===== config.mk =====
export PLATFORM = sky130hd
export DESIGN_NAME = bcd_to_bin_seq
export DESIGN_NICKNAME = d
export VERILOG_FILES = /design/src/rtl/bcd_to_bin_seq_pkg.sv /design/src/rtl/bcd_to_bin_seq_mul10_add.sv /design/src/rtl/bcd_to_bin_seq.sv
export SDC_FILE = /design/constraint.sdc
export NUM_CORES = 1
export LEC_CHECK = 0
export ABC_AREA = 1
export BUFFER_PORTS_ARGS = -buffer_cell sky130_fd_sc_hd__buf_2
export CAP_MARGIN = 20
export CORE_MARGIN = 8
export CORE_UTILIZATION = 35
export DETAILED_ROUTE_END_ITERATION = 10
export GPL_ROUTABILITY_DRIVEN = 0
export GPL_TIMING_DRIVEN = 1
export HOLD_SLACK_MARGIN = 0.08
export SLEW_MARGIN = 0
export SYNTH_ARGS = -nofsm -noshare
export SYNTH_HDL_FRONTEND = slang
export SYNTH_SLANG_ARGS = --single-unit

===== constraint.sdc =====
create_clock -name clk -period 2.9 [get_ports clk]
set_clock_uncertainty 0.15 [all_clocks]
set_input_delay 0.29 -clock clk [delete_from_list [all_inputs] [get_ports clk]]
set_output_delay 0.29 -clock clk [all_outputs]
set_load 0.005 [all_outputs]

===== src/rtl/bcd_to_bin_seq_pkg.sv =====
// Shared BCD definitions: FSM state encodings and the largest legal decimal digit.
// Also intended for reuse by the counter-side modules.
package bcd_to_bin_seq_pkg;

  typedef enum logic {
    STATE_IDLE = 1'b0,
    STATE_CONV = 1'b1
  } state_e;

  localparam logic [3:0] BCD_MAX_DIGIT = 4'd9;

endpackage


===== src/rtl/bcd_to_bin_seq_mul10_add.sv =====
// Combinational acc*10 + nib step for the BCD converter, built from shifts and adds.
// Also flags a nibble that is not a decimal digit.
module mul10_add
  import bcd_to_bin_seq_pkg::*;
#(
  parameter int W = 14
) (
  input  logic [W-1:0] acc,
  input  logic [3:0]   nib,
  output logic [W-1:0] sum,
  output logic         nib_invalid
);

  // Overflow wraps silently; it only happens for invalid input, whose result is discarded.
  always_comb begin
    sum         = (acc << 3) + (acc << 1) + W'(nib);
    nib_invalid = (nib > BCD_MAX_DIGIT);
  end

endmodule


===== src/rtl/bcd_to_bin_seq.sv =====
// Sequential packed-BCD to binary converter, one digit per clock, MSD first,
// with a start/busy/done handshake and a flag for non-decimal nibbles.
module bcd_to_bin_seq
  import bcd_to_bin_seq_pkg::*;
#(
  parameter int NDIGITS  = 4,
  parameter int BINWIDTH = 14
) (
  input  logic                  clk,
  input  logic                  rst,
  input  logic                  start,
  input  logic [NDIGITS*4-1:0]  BCD,
  output logic                  busy,
  output logic                  done,
  output logic [BINWIDTH-1:0]   bin,
  output logic                  err
);

  localparam int CNTW = (NDIGITS > 1) ? $clog2(NDIGITS) : 1;
  localparam logic [CNTW-1:0] LAST_CNT = CNTW'(NDIGITS - 1);

  state_e                state, state_nxt;
  logic [NDIGITS*4-1:0]  sreg;
  logic [BINWIDTH-1:0]   acc;
  logic [BINWIDTH-1:0]   acc_nxt;
  logic [CNTW-1:0]       cnt;
  logic                  err_acc;
  logic [3:0]            nib;
  logic                  nib_invalid;
  logic                  accept;
  logic                  step;
  logic                  finish;

  function automatic logic [BINWIDTH-1:0] force_zero_on_err(
    input logic [BINWIDTH-1:0] value,
    input logic                bad
  );
    return bad ? '0 : value;
  endfunction

  assign nib = sreg[NDIGITS*4-1 -: 4];

  mul10_add #(.W(BINWIDTH)) u_mul10_add (
    .acc         (acc),
    .nib         (nib),
    .sum         (acc_nxt),
    .nib_invalid (nib_invalid)
  );

  always_ff @(posedge clk) begin
    if (!rst) state <= STATE_IDLE;
    else      state <= state_nxt;
  end

  always_comb begin
    state_nxt = state;
    accept    = 1'b0;
    step      = 1'b0;
    finish    = 1'b0;
    case (state)
      STATE_IDLE: begin
        if (start) begin
          accept    = 1'b1;
          state_nxt = STATE_CONV;
        end
      end
      STATE_CONV: begin
        step = 1'b1;
        if (cnt == LAST_CNT) begin
          finish    = 1'b1;
          state_nxt = STATE_IDLE;
        end
      end
      default: state_nxt = STATE_IDLE;
    endcase
  end

  assign busy = (state == STATE_CONV);

  // Digit datapath and result registers; reset clears everything so a
  // mid-conversion reset leaves no stale result behind.
  always_ff @(posedge clk) begin
    if (!rst) begin
      sreg    <= '0;
      acc     <= '0;
      cnt     <= '0;
      err_acc <= 1'b0;
      bin     <= '0;
      err     <= 1'b0;
      done    <= 1'b0;
    end else begin
      done <= finish;
      if (accept) begin
        sreg    <= BCD;
        acc     <= '0;
        cnt     <= '0;
        err_acc <= 1'b0;
      end else if (step) begin
        sreg    <= sreg << 4;
        acc     <= acc_nxt;
        cnt     <= cnt + 1'b1;
        err_acc <= err_acc | nib_invalid;
        if (finish) begin
          bin <= force_zero_on_err(acc_nxt, err_acc | nib_invalid);
          err <= err_acc | nib_invalid;
        end
      end
    end
  end

endmodule


---- Word-level counts from Yosys, hierarchy flattened ----
Cells that the tools add are included.
storage, ports and cells
  register bits ........................... 49
  bits of input ports ..................... 19
  output and inout bits ................... 17
  logic and storage cells ................. 30
operators by class
  $add $sub $neg .......................... 3
  order comparisons ....................... 1
  equality and inequality tests ........... 1
  multiplexer cells ....................... 10
  bitwise logic cells ..................... 4
  reductions and logical operators ........ 3
operator list
  kind                   count
  $mux W16               2
  $add A14 B14 Y14       1
  $add A14 B4 Y14        1
  $mux W14               1
  $mux W1                6
  $gt A4 B4 Y1 const B   1
  $not A1 Y1             3
  $reduce_and A3 Y1      1
  $add A2 B1 Y2 const B  1
  $eq A2 B2 Y1 const B   1
  $pmux W1 S2            1
  $reduce_bool A2 Y1     1
  $reduce_or A2 Y1       1
  $or A1 B1 Y1           1

---- Depth between registers and ports, before layout ----
  depth in word-level cells ............... 4
  depth in mapped cells ................... 14
  gate-level depth less buffers ........... 14

---- By module ----
A second synthesis with hierarchy kept.
second synthesis, totals
  cells, all modules ...................... 401
  area total of the unflattened synthesis .. 2,762.6 µm²
by module, submodules not included
  module          instances  cells an instance  area an instance (µm²)  seq. area each (µm²)
  bcd_to_bin_seq  1          255                1,916.8                 1,001.0
  mul10_add       1          146                845.8                   0.0

---- Least setup slack after synthesis ----
Ideal clock, no wire load.
  kind .................................... register to register
  start ................................... reg sreg[15]
  end ..................................... reg acc[8]
  setup time .............................. 0.113 ns
  arrival ................................. 1.972 ns
  required time ........................... 2.637 ns
  setup slack ............................. 0.665 ns
  cell stages (with the launch flop) ...... 13
  buffers on the path ..................... 0
  period minus slack after synthesis ...... 2.235 ns
  path through ............................ dfxtp_1 inv_1 fa_1 inv_1 fa_1 nand2_1 nand3_1 nand3_1 nand2_1 nand2_1 nand2_1 o21ai_1 inv_1
between the ends
  longest elaborated chain between the ends .. 1
RTL lines
  what                    line                            text
  from (decl)             bcd_to_bin_seq.sv:23            logic [NDIGITS*4-1:0] sreg;
  from (signal assigned)  bcd_to_bin_seq.sv:99            sreg <= sreg << 4;
  $add A14 B4 Y14         bcd_to_bin_seq_mul10_add.sv:16  sum = (acc << 3) + (acc << 1) + W'(nib);
  to (signal assigned)    bcd_to_bin_seq.sv:100           acc <= acc_nxt;
  to (decl)               bcd_to_bin_seq.sv:24            logic [BINWIDTH-1:0] acc;
No other way between the ends.
A chain may end at the register's enable or synchronous reset.

---- Final worst setup path ----
Same ends and word-level chain as after synthesis.

==> impl_results.md <==
* Place WS at roughly 0.5 ns
* Global-route wire length before repair at 11400 um
* R2r endpoint: acc[8]$_SDFFE_PP0P_
* Gr usage total at 0.124
* Top cells by count, synth: nand2_1, inv_1, dfxtp_1
* R2r setup slk at around 0.48 ns
* Clock Sink Count at 49
* Synth area leader: dfxtp_1
* Post-CTS Resized at 0
* Post-route cell area at about 3100 um^2
* Fin Setup TNS at 0 ns
* Layout cells sized above 1 at 0.128
* HP Class: input port to register
* Setup-failing EPs final at 0
* DR vias/cell at 4.56
* Slew Viols, Final at 0
* Number of flops mapped to enable cells by yosys at 0
* Crit path kind: register to register
* Routed WL per cell at approximately 12 um
* CTS root buffer: clkbuf_8
* Peak VDD IR at slightly above 200 uV
* Core box area at 7650 um^2
* Syn Area/Cell at between 6 and 7 um^2
* Residual DRC at 0
* Top cells by area, synth: dfxtp_1, nand2_1, ha_1, inv_1, nand3_1
* Final min period at around 2.4 ns
* Synth Net Count at 444
* Initial antenna violation count at 0
* I/O pins at 36
* Critical Path RT at a little under 3 ns
* Synth Register Bits at around 50
* Bufs and invs on worst path at 3
* Worst-margin pin slew at roughly 0.68 ns
* Drt pass-1 iters at 4
* Delay-heaviest family, CP: adder cells
* Final hold slack at about 0.11 ns
* Seq/Total Area, Yosys at 0.360
* Crit end category: register
* # diodes at 0
* Worst-path maximum fanout at 3
* DIE HEIGHT at roughly 100 um
* Fin. Hold Viols at 0
* Leakage at 1.76 nW
* Primary FF master, synth: dfxtp_1
* Die width at ~100 um
* DRT Wirelength at approximately 6300 um
* RR Startpoint: sreg[15]$_SDFFE_PN0P_
* Starting density of the core at 0.356
* Post-synth cell types at 28
* Total grt overflow at 0
* CP max stage cell: fa_1
* Yosys top cell area share at 0.360
* Peak Freq at 0.413 GHz
* Final nets at between 400 and 500
* Pwr dens at 429 nW/um^2
* Area Growth Syn to Fin at 14.4%
* Site Rows at 32
* Dpl cell area at 2980 um^2
* Worst-Skew Late Latency at around 0.31 ns
* Top-count cell post-synth: nand2_1
* PortBufs at 35
* Die ar. at around 11000 um^2
* Register area at 981 um^2
* Initial DRC Count at 74
* Critical Path AT at about 2.5 ns
* Post-CTS Setup Bufs at 0
* Area of the multi-input gates at 1450 um^2
* Status: completed
* RSZ-0062 raised after global routing: no
* Worst Setup SP: sreg[15]$_SDFFE_PN0P_
* Crit path capture: acc[8]$_SDFFE_PP0P_
* Post-CTS Hold Fix Bufs at 4
* Largest net degree at the start of global routing at 23
* CP Depth at 12
* DP HPWL at slightly below 5000 um
* CTS H-Tree Depth at 2
* Tcrit/Tclk final at 0.835
* Fillers at 842
* DR vias at around 2500
* Reg clk slew, reported paths at ~0.090 ns
* Setup ws final at 0.479 ns
* Overall power at 1.34 mW
* CP cell instances: inv_1 > fa_1 > inv_1 > fa_1 > nand2_1 > nand3_1 > nand3_1 > nand2_1 > nand2_1 > nand2_1 > o21ai_1 > inv_1
* Longest Clk Path Bufs at 2
* R2R depth at 12
* Startpoint Class: register
* Synthesized cell area at 2730 um^2
* Most Frequent Cell on Critical Path: nand2_1
* Headroom to the max-slew limit at 0.550
* YS warnings at 0
* CTS tree: built
* CP max stage delay at between 0.5 and 0.6 ns
* Vias in the first global route at 2533
* Max-Cap Viols at 0
* Ys async rst share at 0
* Number of CTS-inserted buffers at 5
* Final ANT Viol Nets at 0
* Cell count after synthesis at 400
==> worst min-delay path: stages <==
cell and delay, ns:
buf_2 0.08, nand2_1 0.04, nand3_1 0.05, nand2_1 0.04
inv_1 0.04
==> metal layers <==
metal | global-route usage | share of wire | vias up
li1 | - | - | 1320
met4 | 0.0310 | 0.013 | 0
met2 | 0.213 | 0.46 | 43
met3 | 0.0310 | 0.048 | 8
met5 | 0 | 0 | -
met1 | 0.149 | 0.48 | 1095
==> registers in the layout, summed over array words and instances (netlist names) <==
signal and count:
err_acc 1, cnt 2, sreg 16, busy 1, err 1, done 1
acc 13, bin 14
==> worst min path at each step <==
stage / startpoint / endpoint / slack (ns) / depth (start not counted)
after floorplan: rst / sreg[4]$_SDFFE_PN0P_ / 0.24 / 2
after global placement: bin[12]$_SDFFE_PN0P_ / bin[12]$_SDFFE_PN0P_ / 0.28 / 2
final: BCD[7] / sreg[7]$_SDFFE_PN0P_ / 0.11 / 5
after CTS: BCD[7] / sreg[7]$_SDFFE_PN0P_ / 0.11 / 5
after global routing: BCD[11] / sreg[11]$_SDFFE_PN0P_ / 0.14 / 5
after detailed placement: bin[7]$_SDFFE_PN0P_ / bin[7]$_SDFFE_PN0P_ / 0.29 / 2
==> cell type report <==
class,instances,area share
multi-input combinational,278,0.464
inverter,64,0.0770
timing repair buffer,40,0.0714
sequential,49,0.315
clock buffer,6,0.0265
clock inverter,2,0.00522
tap,102,0.0409
==> logic make-up (layout without fill, tap and decap cells) <==
logic type | after synthesis | count (layout) | synth area share
buffers and inverters | 73 | 112 | 0.109
DFF | 49 | 49 | 0.360
xor gates and xnor gates | 4 | 4 | 0.0129
adders and majority gates | 25 | 25 | 0.120
and+or+nand+nor | 212 | 212 | 0.315
AOI/OAI and AO/OA | 37 | 37 | 0.0831
==> metrics by stage <==
stage                     cells  utilization
after floorplan             400            -
after global placement      529        0.390
after detailed placement    529        0.390
after CTS                   541        0.408
after global routing        541        0.408
final                       541        0.408
==> cell usage in the layout (no fill, tap or decap) <==
cell           instances
a211oi_2               1
a21oi_1               17
a22o_1                 4
a32o_1                 1
buf_2                 35
buf_4                  1
clkbuf_8               6
clkinvlp_4             1
dfxtp_1               49
dlygate4sd3_1          4
fa_1                   2
ha_1                  23
inv_1                 58
inv_2                  6
inv_6                  1
nand2_1              148
nand3_1               27
nand4_1                3
nor2_1                27
nor2_2                 3
nor2_4                 1
nor3_1                 1
o211ai_1               4
o21ai_0                8
o21ai_1                1
o221ai_1               1
or2_1                  1
or2_2                  1
xnor2_1                2
xor2_1                 2
==> where the power goes <==
part	switching, mW	internal (mW)
clock network	0.243	0.197
registers	0.0190	0.696
logic	0.114	0.0696
total	0.376	0.962
No activity file was read; power rests on OpenSTA's default activity.
